--- src/rtl/sqrt_pkg.sv ---
// Shared definitions for the square-root sequencer: state encoding, ALU opcodes, ALU control codes.
// Latency: none (package only).
// Backpressure: not applicable.
package sqrt_pkg;

    typedef enum logic [1:0] {
        IDLE = 2'd0,
        LOAD = 2'd1,
        SUB  = 2'd2,
        DONE = 2'd3
    } state_t;

    // ALU opcode field
    localparam logic [2:0] OP_ADD     = 3'b000;
    localparam logic [2:0] OP_SUB     = 3'b001;
    localparam logic [2:0] OP_EQ      = 3'b010;
    localparam logic [2:0] OP_SHL     = 3'b011;
    localparam logic [2:0] OP_PASS_DR = 3'b100;
    localparam logic [2:0] OP_PASS_AC = 3'b101;
    localparam logic [2:0] OP_NOT     = 3'b110;
    localparam logic [2:0] OP_EXT     = 3'b111;

    // ALU control field, only meaningful with OP_EXT
    localparam logic [1:0] CTL_NONE = 2'b00;
    localparam logic [1:0] CTL_LOAD = 2'b01;
    localparam logic [1:0] CTL_SUB  = 2'b10;

endpackage

--- src/rtl/sqrt_sequencer.sv ---
// Integer square root of an 8-bit radicand by successive odd-number subtraction through the external ALU.
// Latency: done rises root+2 clocks after the edge that samples start (LOAD, then root+1 SUB cycles).
// Backpressure: none; start is only sampled in IDLE, a start while busy or in DONE is dropped (no queueing).
//
// Ports:
//   clk, rst_n                 clock, asynchronous active-low reset
//   start / operand            request and 8-bit radicand (operand must be stable during LOAD)
//   busy / done / root         LOAD..last SUB indicator, one-cycle completion pulse, floor(sqrt(N))
//   alu_control/opcode/ac/dr   drive the ALU; Moore-decoded from state and internal registers
//   alu_result / alu_carry     ALU result and borrow, consumed on the next edge
//   remainder                  N - root^2, present only when SQRT_REMAINDER_EN is defined
module sqrt_sequencer
    import sqrt_pkg::*;
(
    input  logic       clk,
    input  logic       rst_n,
    input  logic       start,
    input  logic [7:0] operand,
    output logic       busy,
    output logic       done,
    output logic [7:0] root,
`ifdef SQRT_REMAINDER_EN
    output logic [7:0] remainder,
`endif
    output logic [1:0] alu_control,
    output logic [2:0] alu_opcode,
    output logic [7:0] alu_ac,
    output logic [7:0] alu_dr,
    input  logic [7:0] alu_result,
    input  logic       alu_carry
);

    state_t     state;
    logic [7:0] rem;
    logic [7:0] odd;
    logic [7:0] cnt;

    // ALU drive depends only on state and registers, except that LOAD
    // passes the operand straight through so it only has to be stable
    // during the LOAD cycle itself.
    always_comb begin
        alu_opcode  = OP_PASS_AC;
        alu_control = CTL_NONE;
        alu_ac      = 8'd0;
        alu_dr      = 8'd0;
        case (state)
            LOAD: begin
                alu_opcode  = OP_EXT;
                alu_control = CTL_LOAD;
                alu_dr      = operand;
            end
            SUB: begin
                alu_opcode  = OP_EXT;
                alu_control = CTL_SUB;
                alu_ac      = rem;
                alu_dr      = odd;
            end
            default: ;
        endcase
    end

    // busy and done are registered from the next state so they line up
    // exactly with the state they describe.
    always_ff @(posedge clk or negedge rst_n) begin
        if (!rst_n) begin
            state     <= IDLE;
            rem       <= 8'd0;
            odd       <= 8'd0;
            cnt       <= 8'd0;
            root      <= 8'd0;
            busy      <= 1'b0;
            done      <= 1'b0;
`ifdef SQRT_REMAINDER_EN
            remainder <= 8'd0;
`endif
        end else begin
            case (state)
                IDLE: begin
                    if (start) begin
                        state <= LOAD;
                        busy  <= 1'b1;
                    end
                end
                LOAD: begin
                    rem   <= alu_result;
                    odd   <= 8'd1;
                    cnt   <= 8'd0;
                    state <= SUB;
                end
                SUB: begin
                    if (!alu_carry) begin
                        // rem >= odd: one more odd number fits
                        rem <= alu_result;
                        cnt <= cnt + 8'd1;
                        odd <= odd + 8'd2;
                    end else begin
                        // borrow: cnt odd numbers were removed, so cnt = floor(sqrt(N))
                        root      <= cnt;
`ifdef SQRT_REMAINDER_EN
                        remainder <= rem;
`endif
                        state     <= DONE;
                        busy      <= 1'b0;
                        done      <= 1'b1;
                    end
                end
                DONE: begin
                    done  <= 1'b0;
                    state <= IDLE;
                end
                default: begin
                    state <= IDLE;
                    busy  <= 1'b0;
                    done  <= 1'b0;
                end
            endcase
        end
    end

endmodule

--- config.mk ---
export PLATFORM = sky130hd
export DESIGN_NAME = sqrt_sequencer
export DESIGN_NICKNAME = d
export VERILOG_FILES = /design/src/rtl/sqrt_pkg.sv /design/src/rtl/sqrt_sequencer.sv
export SDC_FILE = /design/constraint.sdc
export NUM_CORES = 1
export LEC_CHECK = 0
export CAP_MARGIN = 20
export CORE_UTILIZATION = 44
export CTS_BUF_LIST = sky130_fd_sc_hd__clkbuf_8 sky130_fd_sc_hd__clkbuf_16
export CTS_CLUSTER_SIZE = 10
export DETAILED_ROUTE_END_ITERATION = 7
export GPL_ROUTABILITY_DRIVEN = 0
export PLACE_DENSITY = 0.76
export SLEW_MARGIN = 20
export SYNTH_ARGS = -nofsm -noshare
export SYNTH_HDL_FRONTEND = slang
export SYNTH_SLANG_ARGS = --single-unit
--- constraint.sdc ---
create_clock -name clk -period 1.9 [get_ports clk]
set_input_delay 0.57 -clock clk [delete_from_list [all_inputs] [get_ports clk]]
set_output_delay 0.57 -clock clk [all_outputs]
set_load 0.05 [all_outputs]
==> results_tabular.tex <==
\begin{tabular}{lr}
\hline
Metric & Value \\
\hline
\multicolumn{2}{l}{\textbf{Global route}} \\
\quad Total overflow reported by the global router & 0 \\
\quad Combined global-route utilization of all metal layers & 22.9\% \\
\quad Pin count of the biggest net entering global routing & 37 \\
\quad Number of antenna violations at the first check in global routing & 0 \\
\quad Vias in the first global route & 1588 \\
\quad Wire length of the first global-routing pass & 7.56 mm \\
\multicolumn{2}{l}{\textbf{Cells and area}} \\
\quad Proportion of layout cells with a drive suffix above 1 & 45.0\% \\
\quad Util after Layout & 77.1\% \\
\quad Post-layout nets & 285 \\
\quad Diode insertion count for antenna repair & 0 \\
\quad Final non-filler cell total & 308 \\
\quad Layout Area Growth over Synthesis & 62.8\% \\
\quad Number of inserted filler cells in the final layout & 266 \\
\multicolumn{2}{l}{\textbf{Floorplan}} \\
\quad Num rows & 23 \\
\quad Floorplan die area & 4700 sq um \\
\quad Number of I/O pins & 51 \\
\quad Core Footprint & 4120 sq um \\
\quad Initial Util & 47.4\% \\
\quad Die span in y & 68.6 um \\
\quad X dimension of the die & 68.6 um \\
\multicolumn{2}{l}{\textbf{STA}} \\
\quad Final Setup Violations & 30 \\
\quad Post-layout minimum cycle time & 2.12 ns \\
\quad RSZ-0062 raised after global routing & yes \\
\quad Final clock period utilization by the worst path & 111\% \\
\quad Peak clock frequency supported by timing & 472 MHz \\
\quad Max Clock Skew & 0.00655 ns \\
\quad Number of hold violations in the final report & 0 \\
\quad Final Slew Violations & 0 \\
\quad Worst path setup slack after routing & -0.218 ns \\
\multicolumn{2}{l}{\textbf{CTS}} \\
\quad Reg clk slew, reported paths & 0.07 ns \\
\quad Clock tree from TritonCTS & yes \\
\quad Clock tree sinks & 36 \\
\quad Worst skew pair latency & 0.29 ns \\
\quad Clk Tree Root Cell & sky130\_fd\_sc\_hd\_\_clkbuf\_8 \\
\quad Hold-fix buffer count after cts & 0 \\
\quad H-tree depth & 2 \\
\quad Largest buffer count on any clock path & 2 \\
\quad Total CTS buffers & 5 \\
\multicolumn{2}{l}{\textbf{Detailed routing}} \\
\quad DR DRC count & 0 \\
\quad Total detailed-routing wirelength & 5.26 mm \\
\quad Number of detailed-routing iterations run before antenna repair & 4 \\
\quad Post-route antenna net violation count & 0 \\
\quad Routed length per placed instance & 17.1 um \\
\quad Ratio of routed vias to standard cells & 5.48 \\
\quad Total number of vias & 1687 \\
\quad Initial DRC Count & 72 \\
\multicolumn{2}{l}{\textbf{Worst setup path}} \\
\quad Required @ worst endpoint & 1.33 ns \\
\quad Signal arrival time at the worst endpoint & 1.55 ns \\
\quad Worst reg2reg setup slack & -0.08 ns \\
\quad Start-to-end type of the worst setup path & reg -> out \\
\quad Critical path cell sequence & inv\_2, ha\_4, buf\_12, a22oi\_2, nor2b\_4, buf\_12 \\
\quad CP max-delay cell & sky130\_fd\_sc\_hd\_\_dfrtp\_1 \\
\quad Family with the most delay on the worst path & flip-flops \\
\quad Critical path's largest stage delay & 0.41 ns \\
\quad Cell seen most often among critical-path stages & sky130\_fd\_sc\_hd\_\_buf\_12 \\
\quad Nature of the critical path startpoint & register \\
\quad Critical path buffer and inverter count & 3 \\
\quad CP Max Fanout & 6 \\
\quad Endpoint class of the critical path & output pin \\
\multicolumn{2}{l}{\textbf{Yosys}} \\
\quad Async set or reset register ratio after synthesis & 100\% \\
\quad Portion of the post-synthesis area used by sequential elements & 46.2\% \\
\quad Number of enable flip-flop cells after synthesis & 0 \\
\quad Unique masters post-synth & 35 \\
\quad Number of instances in the synthesized netlist & 189 \\
\quad Synth Flop Type & sky130\_fd\_sc\_hd\_\_dfrtp\_1 \\
\quad YS warnings & 0 \\
\quad Mean area per synthesized cell & 10.3 sq um \\
\quad Number of storage elements in the synthesis netlist & 36 \\
\quad Post-Synthesis Cell Area & 1950 sq um \\
\multicolumn{2}{l}{\textbf{Placement}} \\
\quad Post-DP HPWL & 3.14 mm \\
\quad PortBufs & 48 \\
\quad Worst slack, placed & -0.164 ns \\
\quad Total instance count after detailed placement & 289 \\
\multicolumn{2}{l}{\textbf{Power}} \\
\quad Leakage Power & 1.43 nW \\
\quad Power density cells & 1910 nW/um\^{}2 \\
\quad Worst voltage drop across the vdd grid & 1.14 mV \\
\quad Final total power & 6.07 mW \\
\multicolumn{2}{l}{\textbf{Flow run}} \\
\quad Maximum capacitance violations & 0 \\
\multicolumn{2}{l}{\textbf{Outcome}} \\
\quad Violations in the final reports & setup timing \\
\quad Outcome & finished, violations left \\
\multicolumn{2}{l}{\textbf{Hold path}} \\
\quad Type of the most critical hold path & reg -> reg \\
\hline
\end{tabular}
## path summary, 6_finish.rpt
| path | cells past startpoint | startpoint | to |
|---|---|---|---|
| setup reg to reg | 7 | state[0] | odd[7] |
| hold / removal | 2 | root[0] | root[0] |
| setup / recovery | 6 | state[0] | alu_dr[1] |
| hold reg to reg | 2 | root[0] | root[0] |
| max in group asynchronous | 2 | rst_n | state[1] |
| min in group asynchronous | 2 | rst_n | rem[0] |
## where the power goes
part | switching, mW | internal [mW] | total (mW)
sequential | 0.172 | 0.972 | 1.14
clock | 0.281 | 0.463 | 0.744
combinational | 2.07 | 2.11 | 4.18
## cell usage in the layout (no fill, tap or decap), drive strengths merged, types with 2 or more instances in the layout
master / count
nor3b: 4
a22oi: 9
buf: 54
a22o: 2
mux2: 15
a221o: 3
nand2: 19
or4b: 2
nand2b: 4
and2: 8
or4: 2
ha: 8
dfrtp: 36
clkdlybuf4s50: 19
a31oi: 3
nand3: 7
o21ai: 8
conb: 2
o31ai: 2
o22ai: 3
clkbuf: 8
a41o: 2
inv: 8
a21oi: 3
nor2: 3
and3: 6
nor2b: 10
## final cells by class
cell class	count	area [sq um]	area share (%)
Clock inverter	1	30.0	0.946
Sequential cell	36	902	28.4
Inverter	8	32.5	1.03
Tap cell	50	62.6	1.97
Timing Repair Buffer	74	908	28.6
Multi-Input combinational cell	132	1140	36.0
Clock buffer	7	96.3	3.04
## state kept, by name (all words and copies together), names as in the netlist
name / flops
rem: 8
cnt: 8
root: 8
state: 2
odd: 8
done: 1
busy: 1
## worst min-delay path, cell delays in order, from the launching register on
cell	delay, ns
sky130_fd_sc_hd__dfrtp_1	0.35
sky130_fd_sc_hd__nand2_1	0.05
sky130_fd_sc_hd__o21ai_0	0.06
## routing by layer
layer,GRT usage (%),vias up,wire [um]
met3,7.89,9,300
met4,11.2,0,106
li1,-,808,-
met5,0,-,0
met2,35.3,54,2460
met1,28.5,816,2400
## synthesized netlist by cell type (4+ instances only)
master	n	area, sq um
sky130_fd_sc_hd__mux2_2	15	169
sky130_fd_sc_hd__a22oi_1	9	67.6
sky130_fd_sc_hd__nand3_1	7	35.0
sky130_fd_sc_hd__inv_1	8	30.0
sky130_fd_sc_hd__buf_2	5	25.0
sky130_fd_sc_hd__and3_1	6	37.5
sky130_fd_sc_hd__dfrtp_1	36	901
sky130_fd_sc_hd__and2_1	8	50.1
sky130_fd_sc_hd__o21ai_0	8	40.0
sky130_fd_sc_hd__ha_1	8	100
sky130_fd_sc_hd__nor2b_1	10	62.6
sky130_fd_sc_hd__nor3b_1	4	30.0
sky130_fd_sc_hd__nand2b_1	4	25.0
sky130_fd_sc_hd__nand2_1	19	71.3
sky130_fd_sc_hd__clkbuf_1	6	22.5
## logic make-up after synthesis
family                   Yosys count  synth area share (%)
multiplexers                      16                  9.18
AO/OA/AOI/OAI                     41                  15.6
AND/OR/NAND/NOR                   65                  18.4
adder cells (fa/ha/maj)            8                  5.13
other                              1                 0.192
flip-flops                        36                  46.2
buffers and inverters             22                  5.33
## stage by stage
step	hold WS [ns]	instance area, sq um	TNS [ns]
2_1_floorplan	0.274	2110	-0.420
3_5_place_dp	0.474	2860	-2.06
3_3_place_gp	0.470	2860	-1.82
4_1_cts	0.490	3100	-3.23
5_1_grt	0.516	3170	-5.40
6_report	0.494	3170	-3.83
## what timing repair did
action | 4_1_cts | 5_1_grt
pin swaps | 9 | 4
resized for setup | 15 | 15
endpoints found under the setup margin | 17 | 43
setup buffers | 9 | 2
gates cloned | 0 | 1
No activity file was read; power rests on OpenSTA's default activity.
